## src/rtl/hazard_controller_pkg.sv

```systemverilog
// Shared types and widths for the MIPS hazard/sequencing controller.
// Holds the FSM state encoding, field widths and the register-match helper.
package mips_hazard_pkg;

  localparam int REG_W = 5;
  localparam int CNT_W = 16;

  typedef enum logic [1:0] {
    RUN      = 2'd0,
    MEM_WAIT = 2'd1,
    ERROR    = 2'd2
  } hzState_e;

  // Register $0 is hard-wired to zero, so a write to it never creates a dependence.
  function automatic logic srcMatch(input logic [REG_W-1:0] src,
                                    input logic [REG_W-1:0] dst,
                                    input logic             wbEn);
    return wbEn && (dst != '0) && (src == dst);
  endfunction

endpackage

```

## src/rtl/hazard_controller_if.sv

```systemverilog
// Bundle of pipeline-status inputs and sequencing outputs of the hazard controller.
// The master side is the pipeline that reports status; the slave side is the controller.
interface hazard_controller_if;
  import mips_hazard_pkg::*;

  logic             forwardEn;
  logic [REG_W-1:0] idSrc1;
  logic [REG_W-1:0] idSrc2;
  logic             idTwoSrc;
  logic [REG_W-1:0] exeRegDst;
  logic             exeWbEn;
  logic             exeMemRead;
  logic [REG_W-1:0] memRegDst;
  logic             memWbEn;
  logic             branchTaken;
  logic             memReq;
  logic             memReady;
  logic             cntClr;

  logic             pcStall;
  logic             ifIdStall;
  logic             idExeBubble;
  logic             ifIdFlush;
  logic             freeze;
  logic             memTimeout;
  logic [1:0]       state;
  logic [CNT_W-1:0] stallCycles;
  logic [CNT_W-1:0] flushCount;

  modport master (
    output forwardEn, idSrc1, idSrc2, idTwoSrc, exeRegDst, exeWbEn, exeMemRead,
           memRegDst, memWbEn, branchTaken, memReq, memReady, cntClr,
    input  pcStall, ifIdStall, idExeBubble, ifIdFlush, freeze, memTimeout,
           state, stallCycles, flushCount
  );

  modport slave (
    input  forwardEn, idSrc1, idSrc2, idTwoSrc, exeRegDst, exeWbEn, exeMemRead,
           memRegDst, memWbEn, branchTaken, memReq, memReady, cntClr,
    output pcStall, ifIdStall, idExeBubble, ifIdFlush, freeze, memTimeout,
           state, stallCycles, flushCount
  );

endinterface

```

## src/rtl/hazard_controller_sat_counter16.sv

```systemverilog
// Saturating event counter with synchronous clear; clear wins over increment.
module sat_counter16
  import mips_hazard_pkg::*;
(
  input  logic             clk,
  input  logic             rst_n,
  input  logic             clr_i,
  input  logic             inc_i,
  output logic [CNT_W-1:0] count_o
);

  logic [CNT_W-1:0] count_q;
  logic [CNT_W-1:0] count_d;

  always_comb begin
    count_d = count_q;
    if (clr_i) begin
      count_d = '0;
    end else if (inc_i && (count_q != {CNT_W{1'b1}})) begin
      count_d = count_q + {{(CNT_W-1){1'b0}}, 1'b1};
    end
  end

  always_ff @(posedge clk or negedge rst_n) begin
    if (!rst_n) begin
      count_q <= '0;
    end else begin
      count_q <= count_d;
    end
  end

  assign count_o = count_q;

endmodule

```

## src/rtl/hazard_controller.sv

```systemverilog
// Stall/bubble/flush/freeze sequencing for the 5-stage MIPS pipeline, with
// memory-wait FSM, timeout error and saturating stall/flush statistics.
module hazard_controller
  import mips_hazard_pkg::*;
#(
  parameter int MEM_TIMEOUT = 255
)(
  input  logic                clk,
  input  logic                rst_n,
  hazard_controller_if.slave  hzBus
);

  localparam logic [15:0] TIMEOUT_LAST = 16'(MEM_TIMEOUT - 1);

  hzState_e    state_q;
  logic [15:0] waitCnt_q;
  logic        memTimeout_q;

  logic exeMatch;
  logic memMatch;
  logic hazard;
  logic memStall;
  logic timeoutHit;
  logic freezeAct;
  logic flushAct;
  logic stallAct;

  always_comb begin
    exeMatch = srcMatch(hzBus.idSrc1, hzBus.exeRegDst, hzBus.exeWbEn) ||
               (hzBus.idTwoSrc && srcMatch(hzBus.idSrc2, hzBus.exeRegDst, hzBus.exeWbEn));
    memMatch = srcMatch(hzBus.idSrc1, hzBus.memRegDst, hzBus.memWbEn) ||
               (hzBus.idTwoSrc && srcMatch(hzBus.idSrc2, hzBus.memRegDst, hzBus.memWbEn));
    // With forwarding only a load in EXE is too late to bypass; without it any producer stalls.
    hazard     = hzBus.forwardEn ? (exeMatch && hzBus.exeMemRead) : (exeMatch || memMatch);
    memStall   = hzBus.memReq && !hzBus.memReady;
    timeoutHit = (waitCnt_q == TIMEOUT_LAST);
    freezeAct  = memStall || (state_q == ERROR);
    flushAct   = !freezeAct && hzBus.branchTaken;
    stallAct   = !freezeAct && !hzBus.branchTaken && hazard;
  end

  // The RUN branch also checks the timeout so that MEM_TIMEOUT=1 errors on the first edge.
  always_ff @(posedge clk or negedge rst_n) begin
    if (!rst_n) begin
      state_q      <= RUN;
      waitCnt_q    <= '0;
      memTimeout_q <= 1'b0;
    end else begin
      waitCnt_q <= memStall ? (waitCnt_q + 16'd1) : 16'd0;
      case (state_q)
        RUN: begin
          if (memStall) begin
            if (timeoutHit) begin
              state_q      <= ERROR;
              memTimeout_q <= 1'b1;
            end else begin
              state_q <= MEM_WAIT;
            end
          end
        end
        MEM_WAIT: begin
          if (!memStall) begin
            state_q <= RUN;
          end else if (timeoutHit) begin
            state_q      <= ERROR;
            memTimeout_q <= 1'b1;
          end
        end
        ERROR: begin
          memTimeout_q <= 1'b1;
        end
        default: begin
          state_q      <= RUN;
          memTimeout_q <= 1'b0;
        end
      endcase
    end
  end

  sat_counter16 u_stallCnt (
    .clk     (clk),
    .rst_n   (rst_n),
    .clr_i   (hzBus.cntClr),
    .inc_i   (stallAct),
    .count_o (hzBus.stallCycles)
  );

  sat_counter16 u_flushCnt (
    .clk     (clk),
    .rst_n   (rst_n),
    .clr_i   (hzBus.cntClr),
    .inc_i   (flushAct),
    .count_o (hzBus.flushCount)
  );

  // Control outputs are gated by reset so an asserted reset silences them immediately.
  assign hzBus.freeze      = rst_n && freezeAct;
  assign hzBus.ifIdFlush   = rst_n && flushAct;
  assign hzBus.idExeBubble = rst_n && (flushAct || stallAct);
  assign hzBus.pcStall     = rst_n && stallAct;
  assign hzBus.ifIdStall   = rst_n && stallAct;
  assign hzBus.memTimeout  = memTimeout_q;
  assign hzBus.state       = state_q;

endmodule

```

## src/flat_wrapper.sv

```systemverilog
// flat-port wrapper written by rule: the top's interface ports become plain ports
module hazard_controller_flat import mips_hazard_pkg::*;
#(
  parameter int MEM_TIMEOUT = 255
)
  (clk, rst_n, hzBus_forwardEn, hzBus_idSrc1, hzBus_idSrc2, hzBus_idTwoSrc, hzBus_exeRegDst, hzBus_exeWbEn, hzBus_exeMemRead, hzBus_memRegDst, hzBus_memWbEn, hzBus_branchTaken, hzBus_memReq, hzBus_memReady, hzBus_cntClr, hzBus_pcStall, hzBus_ifIdStall, hzBus_idExeBubble, hzBus_ifIdFlush, hzBus_freeze, hzBus_memTimeout, hzBus_state, hzBus_stallCycles, hzBus_flushCount);
  hazard_controller_if hzBus_i ();
  input  logic clk;
  input  logic rst_n;
  input wire logic [$bits(hzBus_i.forwardEn)-1:0] hzBus_forwardEn;
  input wire logic [$bits(hzBus_i.idSrc1)-1:0] hzBus_idSrc1;
  input wire logic [$bits(hzBus_i.idSrc2)-1:0] hzBus_idSrc2;
  input wire logic [$bits(hzBus_i.idTwoSrc)-1:0] hzBus_idTwoSrc;
  input wire logic [$bits(hzBus_i.exeRegDst)-1:0] hzBus_exeRegDst;
  input wire logic [$bits(hzBus_i.exeWbEn)-1:0] hzBus_exeWbEn;
  input wire logic [$bits(hzBus_i.exeMemRead)-1:0] hzBus_exeMemRead;
  input wire logic [$bits(hzBus_i.memRegDst)-1:0] hzBus_memRegDst;
  input wire logic [$bits(hzBus_i.memWbEn)-1:0] hzBus_memWbEn;
  input wire logic [$bits(hzBus_i.branchTaken)-1:0] hzBus_branchTaken;
  input wire logic [$bits(hzBus_i.memReq)-1:0] hzBus_memReq;
  input wire logic [$bits(hzBus_i.memReady)-1:0] hzBus_memReady;
  input wire logic [$bits(hzBus_i.cntClr)-1:0] hzBus_cntClr;
  output wire logic [$bits(hzBus_i.pcStall)-1:0] hzBus_pcStall;
  output wire logic [$bits(hzBus_i.ifIdStall)-1:0] hzBus_ifIdStall;
  output wire logic [$bits(hzBus_i.idExeBubble)-1:0] hzBus_idExeBubble;
  output wire logic [$bits(hzBus_i.ifIdFlush)-1:0] hzBus_ifIdFlush;
  output wire logic [$bits(hzBus_i.freeze)-1:0] hzBus_freeze;
  output wire logic [$bits(hzBus_i.memTimeout)-1:0] hzBus_memTimeout;
  output wire logic [$bits(hzBus_i.state)-1:0] hzBus_state;
  output wire logic [$bits(hzBus_i.stallCycles)-1:0] hzBus_stallCycles;
  output wire logic [$bits(hzBus_i.flushCount)-1:0] hzBus_flushCount;
  assign hzBus_i.forwardEn = hzBus_forwardEn;
  assign hzBus_i.idSrc1 = hzBus_idSrc1;
  assign hzBus_i.idSrc2 = hzBus_idSrc2;
  assign hzBus_i.idTwoSrc = hzBus_idTwoSrc;
  assign hzBus_i.exeRegDst = hzBus_exeRegDst;
  assign hzBus_i.exeWbEn = hzBus_exeWbEn;
  assign hzBus_i.exeMemRead = hzBus_exeMemRead;
  assign hzBus_i.memRegDst = hzBus_memRegDst;
  assign hzBus_i.memWbEn = hzBus_memWbEn;
  assign hzBus_i.branchTaken = hzBus_branchTaken;
  assign hzBus_i.memReq = hzBus_memReq;
  assign hzBus_i.memReady = hzBus_memReady;
  assign hzBus_i.cntClr = hzBus_cntClr;
  assign hzBus_pcStall = hzBus_i.pcStall;
  assign hzBus_ifIdStall = hzBus_i.ifIdStall;
  assign hzBus_idExeBubble = hzBus_i.idExeBubble;
  assign hzBus_ifIdFlush = hzBus_i.ifIdFlush;
  assign hzBus_freeze = hzBus_i.freeze;
  assign hzBus_memTimeout = hzBus_i.memTimeout;
  assign hzBus_state = hzBus_i.state;
  assign hzBus_stallCycles = hzBus_i.stallCycles;
  assign hzBus_flushCount = hzBus_i.flushCount;
  hazard_controller #(.MEM_TIMEOUT(MEM_TIMEOUT)) u_core (.clk(clk), .rst_n(rst_n), .hzBus(hzBus_i));
endmodule
```

## config.mk

```make
export PLATFORM = sky130hd
export DESIGN_NAME = hazard_controller_flat
export DESIGN_NICKNAME = d
export VERILOG_FILES = /design/src/rtl/hazard_controller_pkg.sv /design/src/rtl/hazard_controller_if.sv /design/src/rtl/hazard_controller_sat_counter16.sv /design/src/rtl/hazard_controller.sv /design/src/flat_wrapper.sv
export SDC_FILE = /design/constraint.sdc
export NUM_CORES = 1
export LEC_CHECK = 0
export ABC_AREA = 1
export CORE_ASPECT_RATIO = 1.4
export CORE_MARGIN = 2
export CORE_UTILIZATION = 25
export CTS_BUF_LIST = sky130_fd_sc_hd__clkbuf_4
export CTS_CLUSTER_SIZE = 16
export DETAILED_ROUTE_END_ITERATION = 10
export PLACE_DENSITY = 0.53
export SLEW_MARGIN = 5
export SYNTH_ARGS = -nofsm -noshare
export SYNTH_HDL_FRONTEND = slang
export SYNTH_SLANG_ARGS = --single-unit
```

## constraint.sdc

```tcl
create_clock -name clk -period 1.8 [get_ports clk]
set_clock_uncertainty 0.05 [all_clocks]
set_input_delay 0.36 -clock clk [delete_from_list [all_inputs] [get_ports clk]]
set_output_delay 0.36 -clock clk [all_outputs]
set_load 0.01 [all_outputs]
```

==> run_results.csv <==
group,metric,value,unit
status,run_status,"complete, but fails checks",
status,violated_checks,"negative setup slack",
yosys,syn_nets,529,
yosys,synth_warnings,0,
grt,pin_count_of_the_biggest_net_entering_global_routing,52,
place,placedInstanceArea,4518,um2
floorplanning,floorplan.die_area,14390,um2
detailed_routing,wl_met2,5537,um
sta,grt_setup_unrepaired,"yes",
worst_setup_path,crit_path_capture_type,"primary output",
detailed_routing,drc_errors,0,
detailed_routing,detailroute.via_count,3627,
detailed_routing,drt_first_iter_violations,122,
detailed_routing,ant_nets,0,
clock_network,cts_tree,"built",
sta,worst_pin_slew,680.5,ps
worst_setup_path,crit_chain,"or2_4, nand2_4, nor2_4, nand2_2, a21oi_2, buf_2",
sta,timing.max_slew.rel_slack,54.63,%
detailed_routing,first_pass_iters,4,
place,placed_cells_incl_taps,773,
grt,grt_pass1_vias,3527,
worst_setup_path,cp.arrival,1490,ps
grt,grt_pass1_wl,16280,um
clock_network,cts_buffers,5,
yosys,postSynthRegisterBits,51,
finish,num-nets-final,675,
finish,final_cell_area,5050,um2
finish,synthToLayoutAreaGrowth,50.37,%
clock_network,clock_input_transition_at_the_sequential_cells_of_the_worst_setup_and_hold_paths,160,ps
finish,layout-drive-gt1-share,28.55,%
worst_setup_path,path_buf_inv,1,
detailed_routing,drt_met1_wl,4150,um
sta,min_period_over_period,105.5,%
sta,setup_slack,-98.58,ps
power,vdd_drop_max,219.3,uV
sta,maxClockFrequency,526.7,MHz
job,maxCapViolations,0,
detailed_routing,routed_wire_length_per_instance,12.44,um
worst_setup_path,kind_of_cell_with_the_highest_combined_delay_on_the_critical_path,"simple AND/OR/NAND/NOR gates",
detailed_routing,routed_via_density,4.402,
place,hpwlAfterDp,7424,um
place,globalplace.congestion,0.9226,
grt,gr-total-overflow,0,
worst_setup_path,crit_slowest_cell,"sky130_fd_sc_hd__dfrtp_1",
worst_setup_path,max_stage_delay,410,ps
place,detailedPlace.worstSlack,-881.5,ps
sta,timing.final.crit_period,1899,ps
yosys,postSynthAreaPerCell,6.798,um2
worst_setup_path,critPathKind,"flop to primary output",
sta,finalSetupTns,-352.6,ps
floorplanning,dieWidth,102.0,um
grt,grt_use_total,14.03,%
floorplanning,starting_utilization_of_the_core_area,25.32,%
min_path,hp-class,"primary input to async pin",
yosys,ys_types,32,
worst_setup_path,cp-start-kind,"flop",
floorplanning,floorplan.io_pins,71,
clock_network,later_pin_clock_latency_in_the_skew_report,400,ps
sta,holdWs,41.40,ps
sta,timing.final.hold_violations,0,
power,total_power_per_unit_cell_area,431.7,nW/um2
yosys,synthesis.instances,494,
floorplanning,core-area,13260,um2
worst_setup_path,worst_ep_required_time,1390,ps
clock_network,ctsRootBufferMaster,"sky130_fd_sc_hd__clkbuf_4",
clock_network,cts-root-to-sink-buffers,2,
clock_network,clkSinkCount,51,
grt,antenna_found_initial,0,
place,port_buffers,70,
worst_setup_path,critical_path_peak_fanout,2,
sta,timing_max_transition_violations_final,0,
floorplanning,fp.dieH,141.1,um
sta,final-setup-viol-count,5,
yosys,cell_area_synth,3358,um2
finish,layout.cells.non_filler,824,
detailed_routing,routed-wl-met3,361,um
power,power.static_leakage,2.639,nW
detailed_routing,highest_layer,"met4",
detailed_routing,drt-total-wl,10250,um
yosys,synth_sequential_area_ratio,38.00,%
clock_network,htree_num_levels,2,
floorplanning,fp-row-count,50,
-- cells in the mapped netlist, drive strengths merged --
cell | count | area, um2
clkinv | 1 | 3.750
o211ai | 1 | 7.510
nor2 | 70 | 272.8
nand3 | 42 | 227.7
nand3b | 1 | 7.510
ha | 4 | 50.05
nor4 | 1 | 6.260
o31ai | 5 | 37.54
clkbuf | 6 | 22.52
nand2 | 147 | 564.3
inv | 66 | 247.7
o21ai | 19 | 95.09
nand4 | 12 | 75.07
nor3 | 18 | 101.4
a21oi | 18 | 90.09
or2 | 1 | 6.260
a21o | 1 | 7.510
dfrtp | 51 | 1276
o211a | 1 | 10.01
nor3b | 1 | 7.510
xnor2 | 5 | 43.79
xor2 | 18 | 157.7
buf | 5 | 40.04
-- routing by layer --
metal,up-vias,global-route usage [%]
met5,-,0
met4,0,3.930
met3,14,2.033
met2,74,26.66
met1,1679,15.88
li1,1860,-
-- power breakdown --
group          leakage, nW  internal [W]  switching [W]
combinational         1.91      0.000132       0.000185
sequential           0.686       0.00116     0.00000942
clock               0.0452      0.000293       0.000403
total                 2.64       0.00158       0.000598
-- layout make-up --
class | count | area, um2
clock buffer | 5 | 37.54
sequential | 51 | 1286
tap | 182 | 227.7
multi-input combinational | 366 | 1978
inverter | 67 | 252.7
antenna | 1 | 2.502
timing repair buffer | 149 | 1221
clock inverter | 3 | 43.79
fill | 1444 | 8213
-- sequential cells by signal, indices dropped and copies added, names as in the netlist --
| register | count |
|---|---|
| u_core.waitCnt_q | 16 |
| u_core.u_flushCnt.count_o | 16 |
| u_core.hzBus.memTimeout | 1 |
| u_core.hzBus.state | 2 |
| u_core.u_stallCnt.count_o | 16 |
-- cell families (layout without fill, tap and decap cells) --
| kind of cell | after synthesis | after routing | share of synthesized area, % |
|---|---|---|---|
| xor gates and xnor gates | 23 | 23 | 5.998 |
| AOI/OAI and AO/OA | 45 | 45 | 7.377 |
| adders and majority gates | 4 | 4 | 1.490 |
| other | 0 | 1 | 0 |
| and+or+nand+nor | 293 | 294 | 37.78 |
| DFF | 51 | 51 | 38.00 |
| buffers and inverters | 78 | 224 | 9.352 |
-- path summary, 6_finish.rpt --
check | from | endpoint | slack, ps | cells after the start
min in group clk | u_core.waitCnt_q[0]$_DFF_PN0_ | u_core.waitCnt_q[0]$_DFF_PN0_ | 450 | 1
max in group asynchronous | rst_n | u_core.u_stallCnt.count_o[13]$_DFFE_PN0P_ | 1160 | 2
hold / removal | rst_n | u_core.waitCnt_q[10]$_DFF_PN0_ | 40 | 2
hold reg to reg | u_core.waitCnt_q[0]$_DFF_PN0_ | u_core.waitCnt_q[0]$_DFF_PN0_ | 450 | 1
setup reg to reg | u_core.u_stallCnt.count_o[1]$_DFFE_PN0P_ | u_core.u_stallCnt.count_o[14]$_DFFE_PN0P_ | 40 | 10
setup / recovery | u_core.hzBus.state[0]$_DFFE_PN0P_ | hzBus_idExeBubble | -100 | 6
-- stage by stage --
| step | util, % | total power, W |
|---|---|---|
| global placement | 34.07 | 0.001492 |
| CTS | 36.48 | 0.002199 |
| floorplan | - | 0.001315 |
| global route | 38.06 | 0.002297 |
| finish | 38.08 | 0.002180 |
| detailed placement | 34.07 | 0.001494 |
-- timing repair --
action,4_1_cts,5_1_grt
hold buffers,0,0
setup endpoints to repair,36,48
buffers inserted,29,11
cloned,0,2
gates resized for setup,117,67
pin swaps,15,41
-- layout by cell type (no fill, tap or decap), types with 6 or more instances in the layout --
master	synthesis	layout
sky130_fd_sc_hd__o21ai_0	19	18
sky130_fd_sc_hd__nand3_2	1	16
sky130_fd_sc_hd__nor3_1	17	14
sky130_fd_sc_hd__buf_2	2	16
sky130_fd_sc_hd__nor2_1	68	58
sky130_fd_sc_hd__dfrtp_1	51	43
sky130_fd_sc_hd__buf_4	1	77
sky130_fd_sc_hd__clkdlybuf4s50_1	0	19
sky130_fd_sc_hd__nor2_2	1	9
sky130_fd_sc_hd__nand3_1	40	24
sky130_fd_sc_hd__a21oi_1	18	16
sky130_fd_sc_hd__dlygate4sd2_1	0	12
sky130_fd_sc_hd__nand4_1	12	12
sky130_fd_sc_hd__inv_2	0	10
sky130_fd_sc_hd__inv_1	66	56
sky130_fd_sc_hd__dlymetal6s2s_1	0	11
sky130_fd_sc_hd__xor2_1	18	18
sky130_fd_sc_hd__dfrtp_2	0	8
sky130_fd_sc_hd__nand2_1	144	139
sky130_fd_sc_hd__clkbuf_2	0	8
sky130_fd_sc_hd__nand2_2	2	6
Power figures use the tool's default switching activity.
